### config.mk
export PLATFORM = sky130hd
export DESIGN_NAME = lfu_request_gen_flat
export DESIGN_NICKNAME = d
export VERILOG_FILES = /design/src/rtl/lfu_pkg.sv /design/src/rtl/lfu_request_gen_if.sv /design/src/rtl/lfu_btn_debounce.sv /design/src/rtl/lfu_request_gen.sv /design/src/flat_wrapper.sv
export SDC_FILE = /design/constraint.sdc
export NUM_CORES = 1
export LEC_CHECK = 0
export ABC_AREA = 0
export CAP_MARGIN = 40
export CORE_ASPECT_RATIO = 1.1
export CORE_MARGIN = 10
export CORE_UTILIZATION = 40
export DETAILED_ROUTE_END_ITERATION = 6
export PLACE_DENSITY = 0.7
export SYNTH_ARGS = -nofsm -noshare
export SYNTH_HDL_FRONTEND = slang
export SYNTH_SLANG_ARGS = --single-unit
### constraint.sdc
create_clock -name timedClock -period 4.3 [get_ports timedClock]
set_input_delay 0.43 -clock timedClock [delete_from_list [all_inputs] [get_ports timedClock]]
set_output_delay 0.43 -clock timedClock [all_outputs]
set_load 0.02 [all_outputs]
### src/rtl/lfu_pkg.sv
// Shared types and helpers for the LFU replacement front end.
package lfu_pkg;

  localparam int unsigned NUM_WAYS = 4;

  typedef logic [1:0]          way_idx_t;
  typedef logic [NUM_WAYS-1:0] way_mask_t;

  function automatic way_mask_t idx2onehot(way_idx_t idx);
    way_mask_t mask;
    mask      = '0;
    mask[idx] = 1'b1;
    return mask;
  endfunction

endpackage

### src/rtl/lfu_request_gen_if.sv
// Request handshake between lfu_request_gen (master) and the LFU block (slave).
interface lfu_request_gen_if #(
  parameter int unsigned FIFO_DEPTH = 4
) ();
  import lfu_pkg::*;

  localparam int unsigned CntW = $clog2(FIFO_DEPTH + 1);

  logic            req_valid;
  logic            req_ready;
  way_mask_t       req_onehot;
  way_idx_t        req_idx;
  logic [CntW-1:0] pending_count;
  logic            drop;

  modport master (
    output req_valid, req_onehot, req_idx, pending_count, drop,
    input  req_ready
  );

  modport slave (
    input  req_valid, req_onehot, req_idx, pending_count, drop,
    output req_ready
  );

endinterface

### src/rtl/lfu_btn_debounce.sv
// One button: 2-FF synchroniser, counter debounce and registered press event.
// LFU_AUTOREPEAT_EN adds a periodic repeat event while the button stays down.
module lfu_btn_debounce #(
  parameter int unsigned DEB_CYCLES = 8
`ifdef LFU_AUTOREPEAT_EN
  , parameter int unsigned REPEAT_CYCLES = 16
`endif
) (
  input  logic timedClock,
  input  logic rst,
  input  logic btn_raw_i,
  output logic event_o
);

  localparam int unsigned CntW = $clog2(DEB_CYCLES + 1);

  logic            sync1_q, sync2_q;
  logic            state_q, state_d;
  logic [CntW-1:0] cnt_q, cnt_d, cnt_inc;
  logic            event_q, event_d;

`ifdef LFU_AUTOREPEAT_EN
  localparam int unsigned RepW = $clog2(REPEAT_CYCLES + 1);
  logic [RepW-1:0] rep_q, rep_d;
`endif

  always_comb begin
    state_d = state_q;
    cnt_d   = '0;
    cnt_inc = cnt_q + 1'b1;
    if (sync2_q != state_q) begin
      if (cnt_inc == CntW'(DEB_CYCLES)) begin
        state_d = sync2_q;
      end else begin
        cnt_d = cnt_inc;
      end
    end
    // Event is registered on the same edge the debounced level rises.
    event_d = state_d & ~state_q;
`ifdef LFU_AUTOREPEAT_EN
    rep_d = '0;
    if (state_q) begin
      if (rep_q == RepW'(REPEAT_CYCLES - 1)) begin
        event_d = 1'b1;
      end else begin
        rep_d = rep_q + 1'b1;
      end
    end
`endif
  end

  always_ff @(posedge timedClock) begin
    if (rst) begin
      sync1_q <= 1'b0;
      sync2_q <= 1'b0;
      state_q <= 1'b0;
      cnt_q   <= '0;
      event_q <= 1'b0;
`ifdef LFU_AUTOREPEAT_EN
      rep_q   <= '0;
`endif
    end else begin
      sync1_q <= btn_raw_i;
      sync2_q <= sync1_q;
      state_q <= state_d;
      cnt_q   <= cnt_d;
      event_q <= event_d;
`ifdef LFU_AUTOREPEAT_EN
      rep_q   <= rep_d;
`endif
    end
  end

  assign event_o = event_q;

endmodule

### src/rtl/lfu_request_gen.sv
// Turns raw push-buttons into an ordered, one-per-press request stream for the LFU block.
// Optional LFU_AUTOREPEAT_EN: held buttons re-issue a request every REPEAT_CYCLES cycles.
module lfu_request_gen
  import lfu_pkg::*;
#(
  parameter int unsigned NUM_BTN    = NUM_WAYS,
  parameter int unsigned DEB_CYCLES = 8,
  parameter int unsigned FIFO_DEPTH = 4
`ifdef LFU_AUTOREPEAT_EN
  , parameter int unsigned REPEAT_CYCLES = 16
`endif
) (
  input  logic               timedClock,
  input  logic               rst,
  input  logic [NUM_BTN-1:0] btn_raw_i,
  lfu_request_gen_if.master  req_if
);

  localparam int unsigned CntW = $clog2(FIFO_DEPTH + 1);
  localparam int unsigned PtrW = $clog2(FIFO_DEPTH);

  logic [NUM_BTN-1:0] btn_event;
  logic [NUM_BTN-1:0] pend_q, pend_d;
  logic               drop_q, drop_d;
  way_mask_t          push_mask;
  way_idx_t           push_idx;
  logic               push_req, push, pop, full, valid;

  way_idx_t           mem_q [FIFO_DEPTH];
  logic [PtrW-1:0]    wr_ptr_q, rd_ptr_q;
  logic [CntW-1:0]    count_q, count_d;
  way_idx_t           head;

  for (genvar g = 0; g < NUM_BTN; g++) begin : g_btn
    lfu_btn_debounce #(
      .DEB_CYCLES    (DEB_CYCLES)
`ifdef LFU_AUTOREPEAT_EN
      , .REPEAT_CYCLES (REPEAT_CYCLES)
`endif
    ) u_deb (
      .timedClock (timedClock),
      .rst        (rst),
      .btn_raw_i  (btn_raw_i[g]),
      .event_o    (btn_event[g])
    );
  end

  // Lowest index wins, matching the consumer's b1 > b4 priority.
  always_comb begin
    push_idx = '0;
    for (int i = NUM_BTN - 1; i >= 0; i--) begin
      if (pend_q[i]) push_idx = way_idx_t'(i);
    end
  end

  assign valid    = (count_q != '0);
  assign full     = (count_q == CntW'(FIFO_DEPTH));
  assign pop      = valid & req_if.req_ready;
  assign push_req = |pend_q;
  assign push     = push_req & (~full | pop);

  // An event on a bit being enqueued this edge re-arms it rather than dropping.
  always_comb begin
    push_mask = push ? idx2onehot(push_idx) : '0;
    pend_d    = btn_event | (pend_q & ~push_mask);
    drop_d    = |(btn_event & pend_q & ~push_mask);
    case ({push, pop})
      2'b10:   count_d = count_q + 1'b1;
      2'b01:   count_d = count_q - 1'b1;
      default: count_d = count_q;
    endcase
  end

  always_ff @(posedge timedClock) begin
    if (rst) begin
      pend_q   <= '0;
      drop_q   <= 1'b0;
      wr_ptr_q <= '0;
      rd_ptr_q <= '0;
      count_q  <= '0;
    end else begin
      pend_q   <= pend_d;
      drop_q   <= drop_d;
      count_q  <= count_d;
      if (push) wr_ptr_q <= wr_ptr_q + 1'b1;
      if (pop)  rd_ptr_q <= rd_ptr_q + 1'b1;
    end
  end

  always_ff @(posedge timedClock) begin
    if (push) mem_q[wr_ptr_q] <= push_idx;
  end

  assign head = mem_q[rd_ptr_q];

  assign req_if.req_valid     = valid;
  assign req_if.req_idx       = valid ? head : '0;
  assign req_if.req_onehot    = valid ? idx2onehot(head) : '0;
  assign req_if.pending_count = count_q;
  assign req_if.drop          = drop_q;

endmodule

### src/flat_wrapper.sv
// flat-port wrapper written by rule: the top's interface ports become plain ports
module lfu_request_gen_flat import lfu_pkg::*;
#(
  parameter int unsigned NUM_BTN    = NUM_WAYS,
  parameter int unsigned DEB_CYCLES = 8,
  parameter int unsigned FIFO_DEPTH = 4

)
  (timedClock, rst, btn_raw_i, req_if_req_valid, req_if_req_onehot, req_if_req_idx, req_if_pending_count, req_if_drop, req_if_req_ready);
  lfu_request_gen_if #(.FIFO_DEPTH(FIFO_DEPTH)) req_if_i ();
  input  logic timedClock;
  input  logic rst;
  input  logic [NUM_BTN-1:0] btn_raw_i;
  output wire logic [$bits(req_if_i.req_valid)-1:0] req_if_req_valid;
  output wire logic [$bits(req_if_i.req_onehot)-1:0] req_if_req_onehot;
  output wire logic [$bits(req_if_i.req_idx)-1:0] req_if_req_idx;
  output wire logic [$bits(req_if_i.pending_count)-1:0] req_if_pending_count;
  output wire logic [$bits(req_if_i.drop)-1:0] req_if_drop;
  input wire logic [$bits(req_if_i.req_ready)-1:0] req_if_req_ready;
  assign req_if_req_valid = req_if_i.req_valid;
  assign req_if_req_onehot = req_if_i.req_onehot;
  assign req_if_req_idx = req_if_i.req_idx;
  assign req_if_pending_count = req_if_i.pending_count;
  assign req_if_drop = req_if_i.drop;
  assign req_if_i.req_ready = req_if_req_ready;
  lfu_request_gen #(.NUM_BTN(NUM_BTN), .DEB_CYCLES(DEB_CYCLES), .FIFO_DEPTH(FIFO_DEPTH)) u_core (.timedClock(timedClock), .rst(rst), .btn_raw_i(btn_raw_i), .req_if(req_if_i));
endmodule
* After elaboration in Yosys (flattened, before gate mapping)
Memories as Yosys holds them, arrays and structs flattened. A register that Yosys moved wholly into a read port is not among the register bits.
Cells that the tools add are included.
** Storage, ports and cells
- Register bits :: 44
- Memory bits (writable) :: 8
- Logic and storage cells :: 104
- Memories :: 1
** Operators by class
- Add/subtract/negate cells :: 8
- $lt $le $gt $ge :: 4
- Eq/ne operators :: 11
- Multiplexer cells :: 24
- Bitwise logic cells :: 21
- Reduce and logical (&&, ||, !) cells :: 10
** Memory list
- u_core.mem_q :: depth 4, bits a word 2, rd ports 1, clocked after Yosys merged registers in 1, wr ports 1, RTL line lfu_request_gen.sv:29 : way_idx_t mem_q [FIFO_DEPTH];
** Operators with widths (number)
- 4-bit by 1-bit adder with 4-bit output, second input constant :: 4
- 4-bit == test, second input constant :: 4
- 2-bit two-way mux :: 7
- 4-bit bitwise AND :: 3
- 1-bit two-way mux :: 12
- 3-bit OR reduction :: 4
- 1-bit inverter :: 9
- 4-bit two-way mux :: 2
- 4-bit OR reduction :: 2
- 1-bit bitwise AND :: 6
- 2-bit by 3-bit < comparator with 1-bit output, second input constant :: 2
- 3-bit case mux with 2 select lines :: 1
- 2-bit by 1-bit adder with 2-bit output, second input constant :: 2
- 1-bit demux with 2-bit select :: 2
- 2-bit by 1-bit greater-or-equal comparator with 1-bit output, second input constant :: 2
- 1-bit inequality test :: 4
- 4-bit inverter :: 1
- 4-bit bitwise OR :: 1
- 3-bit by 1-bit adder with 3-bit output, second input constant :: 1
- 3-bit == test, second input constant :: 1
- 3-bit nonzero test :: 1
- 3-bit by 1-bit subtractor with 3-bit output, second input constant :: 1
- 2-bit by 1-bit == test with 1-bit output, second input constant :: 1
- 2-bit == test, second input constant :: 1
- 3 further kinds :: 4

* Logic depth before layout (Yosys ltp)
Gate-level depths: netlist of the first run.
- Word-level depth :: 12
- Mapped depth :: 10
- Gate-level depth less buffers :: 9

* By module
From an unflattened synthesis of the first run, not the netlist that was laid out.
** Second synthesis, totals
- Cell total of the unflattened synthesis :: 220
- Area, all modules :: 2416.1 um^2
** By module, submodules not included
- lfu_btn_debounce :: instances 4, cells an instance 29, area an instance 334.1 um^2, sequential area each 160.2 um^2
- lfu_request_gen :: instances 1, cells an instance 104, area an instance 1079.8 um^2, sequential area each 520.5 um^2

* Worst setup path before layout of the first run
OpenSTA, ideal clock, no wires.
- Kind :: flip-flop to flip-flop
- Start :: register u_core.count_q[2], in the netlist u_core.req_if.pending_count[2]
- End :: register u_core.count_q[2], in the netlist u_core.req_if.pending_count[2]
- Library setup time :: 0.071 ns
- Arrival :: 2.151 ns
- Required time :: 4.229 ns
- Setup slack :: 2.078 ns
- Stages on the path, launching flop included :: 10
- Buffers on the path :: 0
- Period minus slack after synthesis :: 2.222 ns
- Cell sequence :: dfxtp_1 -> nor4b_4 -> nor2_1 -> inv_1 -> ha_1 -> inv_1 -> fa_1 -> xor2_1 -> or3_1 -> a21oi_1
** Between the ends
- Longest elaborated chain between the ends :: 6
- Elaborated cells between the ends (all ways) :: 12
** Ends and longest elaborated chain
- start, declared :: RTL line lfu_request_gen.sv:31 : logic [CntW-1:0] count_q, count_d;
- start signal, assigned :: RTL line lfu_request_gen.sv:84 : count_q <= count_d;
- 3-bit nonzero test or 3-bit == test (tied branches) :: RTL line lfu_request_gen.sv:56, lfu_request_gen.sv:57
- 1-bit bitwise AND or 1-bit inverter (tied branches) :: RTL line lfu_request_gen.sv:58, lfu_request_gen.sv:60
- 1-bit bitwise OR :: RTL line lfu_request_gen.sv:60 : assign push = push_req & (~full | pop);
- 1-bit bitwise AND :: RTL line lfu_request_gen.sv:60
- 2-bit by 1-bit == test with 1-bit output or 2-bit == test (tied branches) :: RTL line lfu_request_gen.sv:67 : case ({push, pop})
- 3-bit case mux with 2 select lines or 2-bit nonzero test (tied branches)
Several ways; a longest one is shown, not always the timed one.
A chain may end at the register's enable or synchronous reset.

==> results of run 1 <==
-- sequential cells by signal, summed over array words and instances, names as in the netlist, named ones only --
name	flops
u_core.g_btn.u_deb.cnt_q	16
u_core.mem_q	8
u_core.g_btn.u_deb.event_o	4
u_core.g_btn.u_deb.state_q	4
u_core.g_btn.u_deb.sync1_q	4
u_core.g_btn.u_deb.sync2_q	4
u_core.pend_q	4
u_core.req_if.pending_count	3
u_core.rd_ptr_q	2
u_core.wr_ptr_q	2
u_core.req_if.drop	1
-- power by group through the flow --
stage	clock [mW]	sequential, mW	combinational, mW
6_report	0.283	0.517	0.0186
3_3_place_gp	0	0.529	0.0186
3_5_place_dp	0	0.529	0.0190
5_1_grt	0.308	0.518	0.0206
2_1_floorplan	0	0.528	0.0104
4_1_cts	0.295	0.517	0.0190
-- area by class of cell --
cell class,count,area [um2],share of cell area
flip-flops and latches,54,1160,0.435
multi-input cells,150,1090,0.410
repair buffers,18,178,0.0666
well taps,77,96.3,0.0361
clock buffers,7,86.3,0.0323
inverters,13,48.8,0.0183
clock inverters,1,5.00,0.00188
-- stage by stage --
step / std cells / hold WS, ps
finish: 320 / 441
global placement: 312 / 426
CTS: 320 / 450
global route: 320 / 459
detailed placement: 312 / 428
floorplan: 223 / 414
-- cell families after synthesis --
family | after synthesis | share of synthesized area
buf+inv | 19 | 0.0322
mux | 6 | 0.0397
flops | 54 | 0.498
fa+ha+maj | 10 | 0.0569
simple gates | 83 | 0.219
compound gates | 39 | 0.108
xor+xnor | 12 | 0.0451
-- routing by layer --
metal	wire length, um	part of all wire	GRT usage
met1	1670	0.47	0.0951
met2	1690	0.47	0.128
met3	123	0.035	0.0239
met4	74	0.021	0.0499
met5	0	0	0
-- placed cells by master (no fill, tap or decap), types with 4 or more instances in the layout --
cell type,instances
sky130_fd_sc_hd__nor3_1,7
sky130_fd_sc_hd__mux2i_1,4
sky130_fd_sc_hd__clkdlybuf4s50_1,17
sky130_fd_sc_hd__nor3b_1,9
sky130_fd_sc_hd__nor2_1,15
sky130_fd_sc_hd__nand3b_1,4
sky130_fd_sc_hd__edfxtp_1,8
sky130_fd_sc_hd__a21o_1,4
sky130_fd_sc_hd__and3_1,5
sky130_fd_sc_hd__a21oi_1,18
sky130_fd_sc_hd__nor2b_1,8
sky130_fd_sc_hd__xor2_1,8
sky130_fd_sc_hd__inv_1,13
sky130_fd_sc_hd__dfxtp_1,46
sky130_fd_sc_hd__nand4b_1,4
sky130_fd_sc_hd__clkbuf_8,6
sky130_fd_sc_hd__a21bo_2,4
sky130_fd_sc_hd__xnor2_1,4
sky130_fd_sc_hd__nand2_1,6
sky130_fd_sc_hd__nand2b_1,16
sky130_fd_sc_hd__ha_1,9
sky130_fd_sc_hd__o21ai_0,5
-- worst max-delay path by stage --
stage | startpoint | slack [ps] | endpoint
final | flip-flop | 1740 | req_if_req_onehot[0]
after global placement | req_if_req_ready | 1580 | u_core.req_if.pending_count[2]
after floorplan | u_core.req_if.pending_count[2] | 2080 | u_core.req_if.pending_count[2]
after CTS | flip-flop | 1700 | req_if_req_onehot[2]
after global routing | flip-flop | 1540 | req_if_req_onehot[0]
after detailed placement | req_if_req_ready | 1490 | u_core.req_if.pending_count[2]
==> run summary, run 1 <==
The overflow left after global routing was 0; the maximum single-stage delay on the critical path was 630 ps. CTS built an H-tree with a depth of 2. The number of antenna violations at the first check in global routing was 0; the overall routed net length was 3560 um.

The floorplan step defined a die boundary enclosing 9280 um2. The tools report the via count of the first global-routing pass as 1466. The starting density of the core came out at 0.409.

The final total power came out at 819 uW. The root buffer cell chosen for the clock tree is sky130_fd_sc_hd__clkbuf_8. The number of flip-flops and latches in the synthesized netlist is 54. Dividing total power by cell area gives a power density of 307 nW/um2. For the portion of the post-synthesis area used by sequential elements, the log shows 0.498. The slowest stage of the critical path belongs to the cell sky130_fd_sc_hd__mux4_1.

For the total of endpoints with negative setup slack in the final report, the log shows 0. The worst-case IR drop observed on VDD is 0.000182 V. The tools report the type of element capturing the critical path as a primary output. 18 I/O pins were placed. Max-cap violations in this run came to 0. The switching part of the total came out at 0.200. The biggest area contributor in the post-synthesis netlist is sky130_fd_sc_hd__dfxtp_1. The core region is 5700 um2.

The part of the total power dissipated in the clock network was 0.345; the placement-stage worst setup slack was 1490 ps. Based on the critical path, the design can be clocked at up to 391 MHz. The wire-length estimate of the detail-placed layout is 2570 um. The commonest cells after synthesis are sky130_fd_sc_hd__dfxtp_1 (46), sky130_fd_sc_hd__a21oi_1 (18), sky130_fd_sc_hd__nand2b_1 (16). Once detail routing completed, the nets flagged for antenna violations numbered 0. Entering global routing, the biggest net connects 35 pins. The flow ran to the end, and the final reports show no timing, DRC or antenna violations. Most frequent cell after synthesis: sky130_fd_sc_hd__dfxtp_1.

The worst setup path is of the reg -> out kind. 0 antenna diodes ended up in the layout. The path with the worst hold slack has its endpoint at u_core.g_btn[2].u_deb.sync2_q. The share of the synthesized area in the top cell type was 0.395. For the worst-skew pair, the clock arrives at the later sink with an insertion delay of 300 ps.

The internal portion of the total power is 655 uW. In this run, CTS created clock tree buffers numbering 5. In this run the deepest clock path goes through 2 buffers. For this run, the detailed router's first-pass iteration total came to 4. Traced cell by cell, the critical path runs through mux4_1 > nor3_1 > clkdlybuf4s50_1. The number of nets in the synthesized netlist is 240. The logs give 1960 ps for the reg-to-reg setup timing slack and 223 for the post-synthesis cell count. The startpoint identified for the worst hold timing path is u_core.g_btn[2].u_deb.sync1_q. The endpoint identified for the worst register-to-register timing path is u_core.req_if.pending_count[2].

In the synthesized netlist the dominant register cell turns out to be sky130_fd_sc_hd__dfxtp_1. The placement row count is 29. The per-cell via count in the routed design came out at 4.86. Kind of launch point of the worst setup path: a flip-flop.

In the routed design, unresolved DRC markers number 0. The clock net in this run drives a total of 54 sinks. The number of cells on the worst reg-to-reg path is 9.

Gates resized during post-CTS repair numbered 0. The DRC marker count from the first detailed-route iteration is 123. The number of distinct standard cells referenced by the synthesized netlist is 38. TritonCTS built the clock tree.

The average instance in the mapped netlist occupies 10.4 um2. The congestion estimate from routability-driven global placement came to 0.734. Yosys printed 0 warnings. Share of async-settable or async-resettable flops after synthesis: 0. In this run the critical register-to-register path is launched from u_core.req_if.pending_count[0]. The height of the die is 100 um, and the final instance area is 2670 um2.

The placed instances occupy a cell area of 2580 um2. The family with the most delay on the worst path is multiplexers. At the pin with the least slew margin, the transition time is 420 ps. In the final routed layout, each cell accounts on average for 11.1 um. The global router's overall resource usage was 0.0813. Setup repair after global routing left no endpoint under its margin. In this run the post-CTS setup repair buffer count came out at 0. The fraction of the cycle the final worst path needs was 0.595. The logs give 0 for the max-slew violation total from the final report and 0.718 for the remaining max-slew budget at the tightest pin. The logs give 2330 um2 for the synthesized area and 0.023 for the fraction of power consumed by combinational cells. The final number of hold-violating endpoints is 0. For the worst setup path, the data required time is 3870 ps. Sorting the synthesized cells by area gives the leading types as sky130_fd_sc_hd__dfxtp_1 (40%), sky130_fd_sc_hd__edfxtp_1 (10%), sky130_fd_sc_hd__ha_1 (4.8%). Register share of total power: 0.632. The number of gates on the worst path with buffers counted was 3; the shortest period the worst path allows was 2560 ps. The tightest min-delay check is of the reg -> reg type. The share of layout cells above drive strength 1 is 0.0617. The first global-routing pass estimated 6290 um of wire. The hold-critical path depth is 1, and the static leakage power is 0.943 nW.

After clock tree synthesis, the clock-pin slew on the worst setup and hold paths is 90 ps. The final net count was 259. At the worst endpoint, the arrival time is 2130 ps.

The analysis attributes to net switching a power of 164 uW. The count of input and output buffers was 17. The area added between synthesis and finish was 14.6%; the largest fanout of any net on the critical path was 5. On the final layout, the worst clock skew is 5.34 ps.

The tools report the hold buffer count at CTS as 0. The synthesized design contains 8 enable-type register cells. Measured along the x axis, the die boundary spans 92.8 um. In the post-route analysis, the smallest setup slack over all paths is 1740 ps. The buffer and inverter count on the worst path is 1.

The final route contains 1556 vias. The final design utilization was 0.468. The final sum of negative setup slack came out at 0 ps. The filler cells instantiated in the layout total 557.
Power figures use the tool's default switching activity.
==> inputs of run 2 (changes only) <==
==> constraint.sdc (replaced) <==
create_clock -name timedClock -period 2.6 [get_ports timedClock]
set_input_delay 0.26 -clock timedClock [delete_from_list [all_inputs] [get_ports timedClock]]
set_output_delay 0.26 -clock timedClock [all_outputs]
set_load 0.02 [all_outputs]
==> run summary, run 2 (synthesized netlist as in run 1, its figures left out) <==
The area added between synthesis and finish is 16.0%, and the transition time of the tightest slew-check pin is 436 ps (+16.2 ps). The run gives 0.000329 V (+81%) as the highest ir drop seen on vdd. The met2 wirelength from detailed routing is 1770 um (+4.8%). The run gives 0 (unchanged) as the post-cts repair resize count.

The launching point of the worst reg2reg path was u_core.pend_q[2]. The share of layout cells above drive strength 1 works out to 0.0735 (+0.0117). Smallest setup slack after layout: 191 ps (-1550 ps). The data required time of the worst path was 2340 ps (-1530 ps); the peak clock frequency supported by timing was 415 MHz.

The remaining max-slew budget at the tightest pin was 0.707 (-0.0109); the final net count was 261 (+0.77%). For the number of buffers created by CTS, the log shows 5 (unchanged). For the number of H-tree levels, the log shows 2 (unchanged). The number of antenna violations at the first check in global routing was 0 (unchanged). The run gives 0 (unchanged) as the total DRC errors in the routed layout.

The total of endpoints with negative setup slack in the final report was 0 (unchanged); the global router's overall resource usage was 0.0826 (+0.00130). The buffer and inverter count on the worst path was 1 (unchanged); the hold buffer count at CTS was 0 (unchanged). The data arrival time of the critical path came out at 2150 ps (+20 ps). The amount of wire on met3 after detailed routing came out at 120 um (-2.4%). The tools report the clock sink count as 54 (unchanged). The run gives 29 (unchanged) as the placement row count. The max-slew violation total from the final report was 0 (unchanged).

The weighted congestion at the end of routability-driven global placement was 0.765 (+4.2%); the largest fanout of any net on the critical path was 5 (unchanged). Number of flip-flops in the largest register: 16 (unchanged). The clock-pin slew reported for the worst setup and hold paths after clock tree synthesis works out to 90 ps (about the same).

The kind of launch point of the worst setup path is a flip-flop. The total power divided by cell area is 528 nW/um2 (+72%), and the routed length on met1 is 1660 um (-0.72%). The tools report the total half-perimeter wirelength after legalization and detailed placement as 2690 um (+5.0%). The first-pass GRT wire length was 6440 um (+2.4%); the standard cell core area was 5700 um2 (unchanged).

For the final sum of negative setup slack, the log shows 0 ps (unchanged). The startpoint identified for the worst hold timing path is u_core.g_btn[2].u_deb.sync1_q. The reg-to-reg setup timing slack was 390 ps (-1570 ps); the per-cell via count in the routed design was 4.88 (+0.34%). The via count of the first global-routing pass was 1528 (+4.2%); the antenna diode count was 0 (unchanged). The largest clock skew in the final design came out at 5.99 ps (+0.648 ps). The fraction of the cycle the final worst path needs came out at 0.926. The largest net degree at the start of global routing came out at 35 (unchanged). The run gives 0 (unchanged) as the number of post-CTS setup repair buffers. Overflow left after global routing: 0 (unchanged). The tools report the DRC marker count from the first detailed-route iteration as 100 (-19%). Clock tree synthesis selected as its root buffer the cell sky130_fd_sc_hd__clkbuf_8.

The final number of hold-violating endpoints is 0 (unchanged). The critical setup path kind is reg -> out. Max-capacitance violation count: 0 (unchanged). The worst path in the final design needs a cycle of 2410 ps, including I/O delays and setup.

The flow ran to the end, and the final reports show no timing, DRC or antenna violations. The signal on the critical path passes through mux4_1 > nor3_1 > clkdlybuf4s50_1. The depth of the worst register-to-register path is 9 (unchanged), and the wire length per cell after detailed routing is 11.3 um (+1.5%).

The worst hold path belongs to the class reg -> reg. The largest registers in the layout are u_core.g_btn.u_deb.cnt_q: 16 flops, u_core.mem_q: 8 flops. The overall routed net length was 3640 um (+2.1%). The tools report the worst flop-to-flop path endpoint as u_core.req_if.pending_count[2]. The register with the most flip-flops in the final layout is u_core.g_btn.u_deb.cnt_q. The hold-critical path depth works out to 1 (unchanged). Filler cell count in the final layout: 535 (-3.9%).

The most common cell after layout, fill and taps aside was sky130_fd_sc_hd__dfxtp_1. Remaining antenna violation count: 0 (unchanged). The total number of vias was 1571 (+0.96%). The tools report the hold path endpoint as u_core.g_btn[2].u_deb.sync2_q. Starting density of the core: 0.409 (unchanged).

Die extent in x: 92.8 um (unchanged). Placement-stage worst setup slack: 155 ps (-1330 ps). Family with the most delay on the worst path: buffers and inverters.

The count of input and output buffers was 17 (unchanged). Setup repair after global routing left no endpoint under its margin. The highest-delay cell along the critical path was sky130_fd_sc_hd__clkdlybuf4s50_1. The full die area was 9280 um2 (unchanged).

The maximum single-stage delay on the critical path came out at 640 ps (about the same). For the deepest clock path buffer count, the log shows 2 (unchanged). The library cells used most frequently in the layout, excluding fill and tap cells, are sky130_fd_sc_hd__dfxtp_1 (46), sky130_fd_sc_hd__a21oi_1 (18), sky130_fd_sc_hd__clkdlybuf4s50_1 (17).

The run gives 18 (unchanged) as the top-level port count. The clock latency on the worst-skew pair is 300 ps (about the same), and the final design utilization is 0.474 (+0.00571). Static leakage power: 0.963 nW (+2.2%). TritonCTS built the clock tree.

The tools report the number of detailed-routing iterations run before antenna repair as 4 (unchanged). The height of the die was 100 um (unchanged). STA classifies the critical path endpoint as a primary output. Routed signal wires occupy layers up through met4.
-- run 2: cell types whose count changed in the layout (fill, tap and decap cells not counted) --
| cell | previous run | this run |
|---|---|---|
| sky130_fd_sc_hd__clkinv_2 | 1 | 2 |
| sky130_fd_sc_hd__bufinv_16 | 0 | 1 |
| sky130_fd_sc_hd__buf_4 | 1 | 3 |
| sky130_fd_sc_hd__clkbuf_8 | 6 | 5 |
| sky130_fd_sc_hd__clkbuf_1 | 1 | 0 |
-- run 2: final cells by class --
class / count / area, um2 / share of cell area
Timing Repair Buffer: 20 / 193 / 0.0713
Multi-Input combinational cell: 150 / 1090 / 0.405
Clock inverter: 3 / 40.0 / 0.0148
Inverter: 13 / 48.8 / 0.0181
Sequential cell: 54 / 1160 / 0.430
Clock buffer: 5 / 68.8 / 0.0255
Tap cell: 77 / 96.3 / 0.0357
-- run 2: worst max-delay path by stage --
stage               slack (ps)                             end                            from  cells past startpoint
finish                     190            req_if_req_onehot[0]                       flip-flop                      3
floorplan                  380  u_core.req_if.pending_count[2]  u_core.req_if.pending_count[2]                      9
global route                20            req_if_req_onehot[2]                       flip-flop                      3
global placement           220  u_core.req_if.pending_count[2]                req_if_req_ready                     10
detailed placement         150  u_core.req_if.pending_count[2]                req_if_req_ready                     10
CTS                        150            req_if_req_onehot[0]                       flip-flop                      3
-- run 2: routing by layer --
layer / vias to the layer above / GRT usage
met3: 6 / 0.0261
met4: 0 / 0.0428
met1: 727 / 0.0890
li1: 818 / -
met2: 20 / 0.142
met5: - / 0
-- run 2: stage by stage --
| stage | cells | cell area (um2) | hold slack, ps | total power, mW |
|---|---|---|---|---|
| after floorplan | 223 | 2330 | 388 | 0.891 |
| after global placement | 314 | 2590 | 418 | 0.906 |
| after detailed placement | 314 | 2590 | 424 | 0.906 |
| after CTS | 322 | 2700 | 445 | 1.45 |
| after global routing | 322 | 2700 | 467 | 1.48 |
| final | 322 | 2700 | 443 | 1.43 |
-- run 2: worst register-to-register path: cells and delay by family (launching register included) --
kind            cells  cell delay (ps)
simple gates        3              810
compound gates      1              140
fa+ha+maj           2              540
xor+xnor            1              160
buf+inv             2              130
flops               1              370
-- run 2: report_power, final --
group / switching (mW) / internal, mW
logic: 0.0134 / 0.0173
registers: 0.00445 / 0.851
clock network: 0.258 / 0.283
total: 0.276 / 1.15
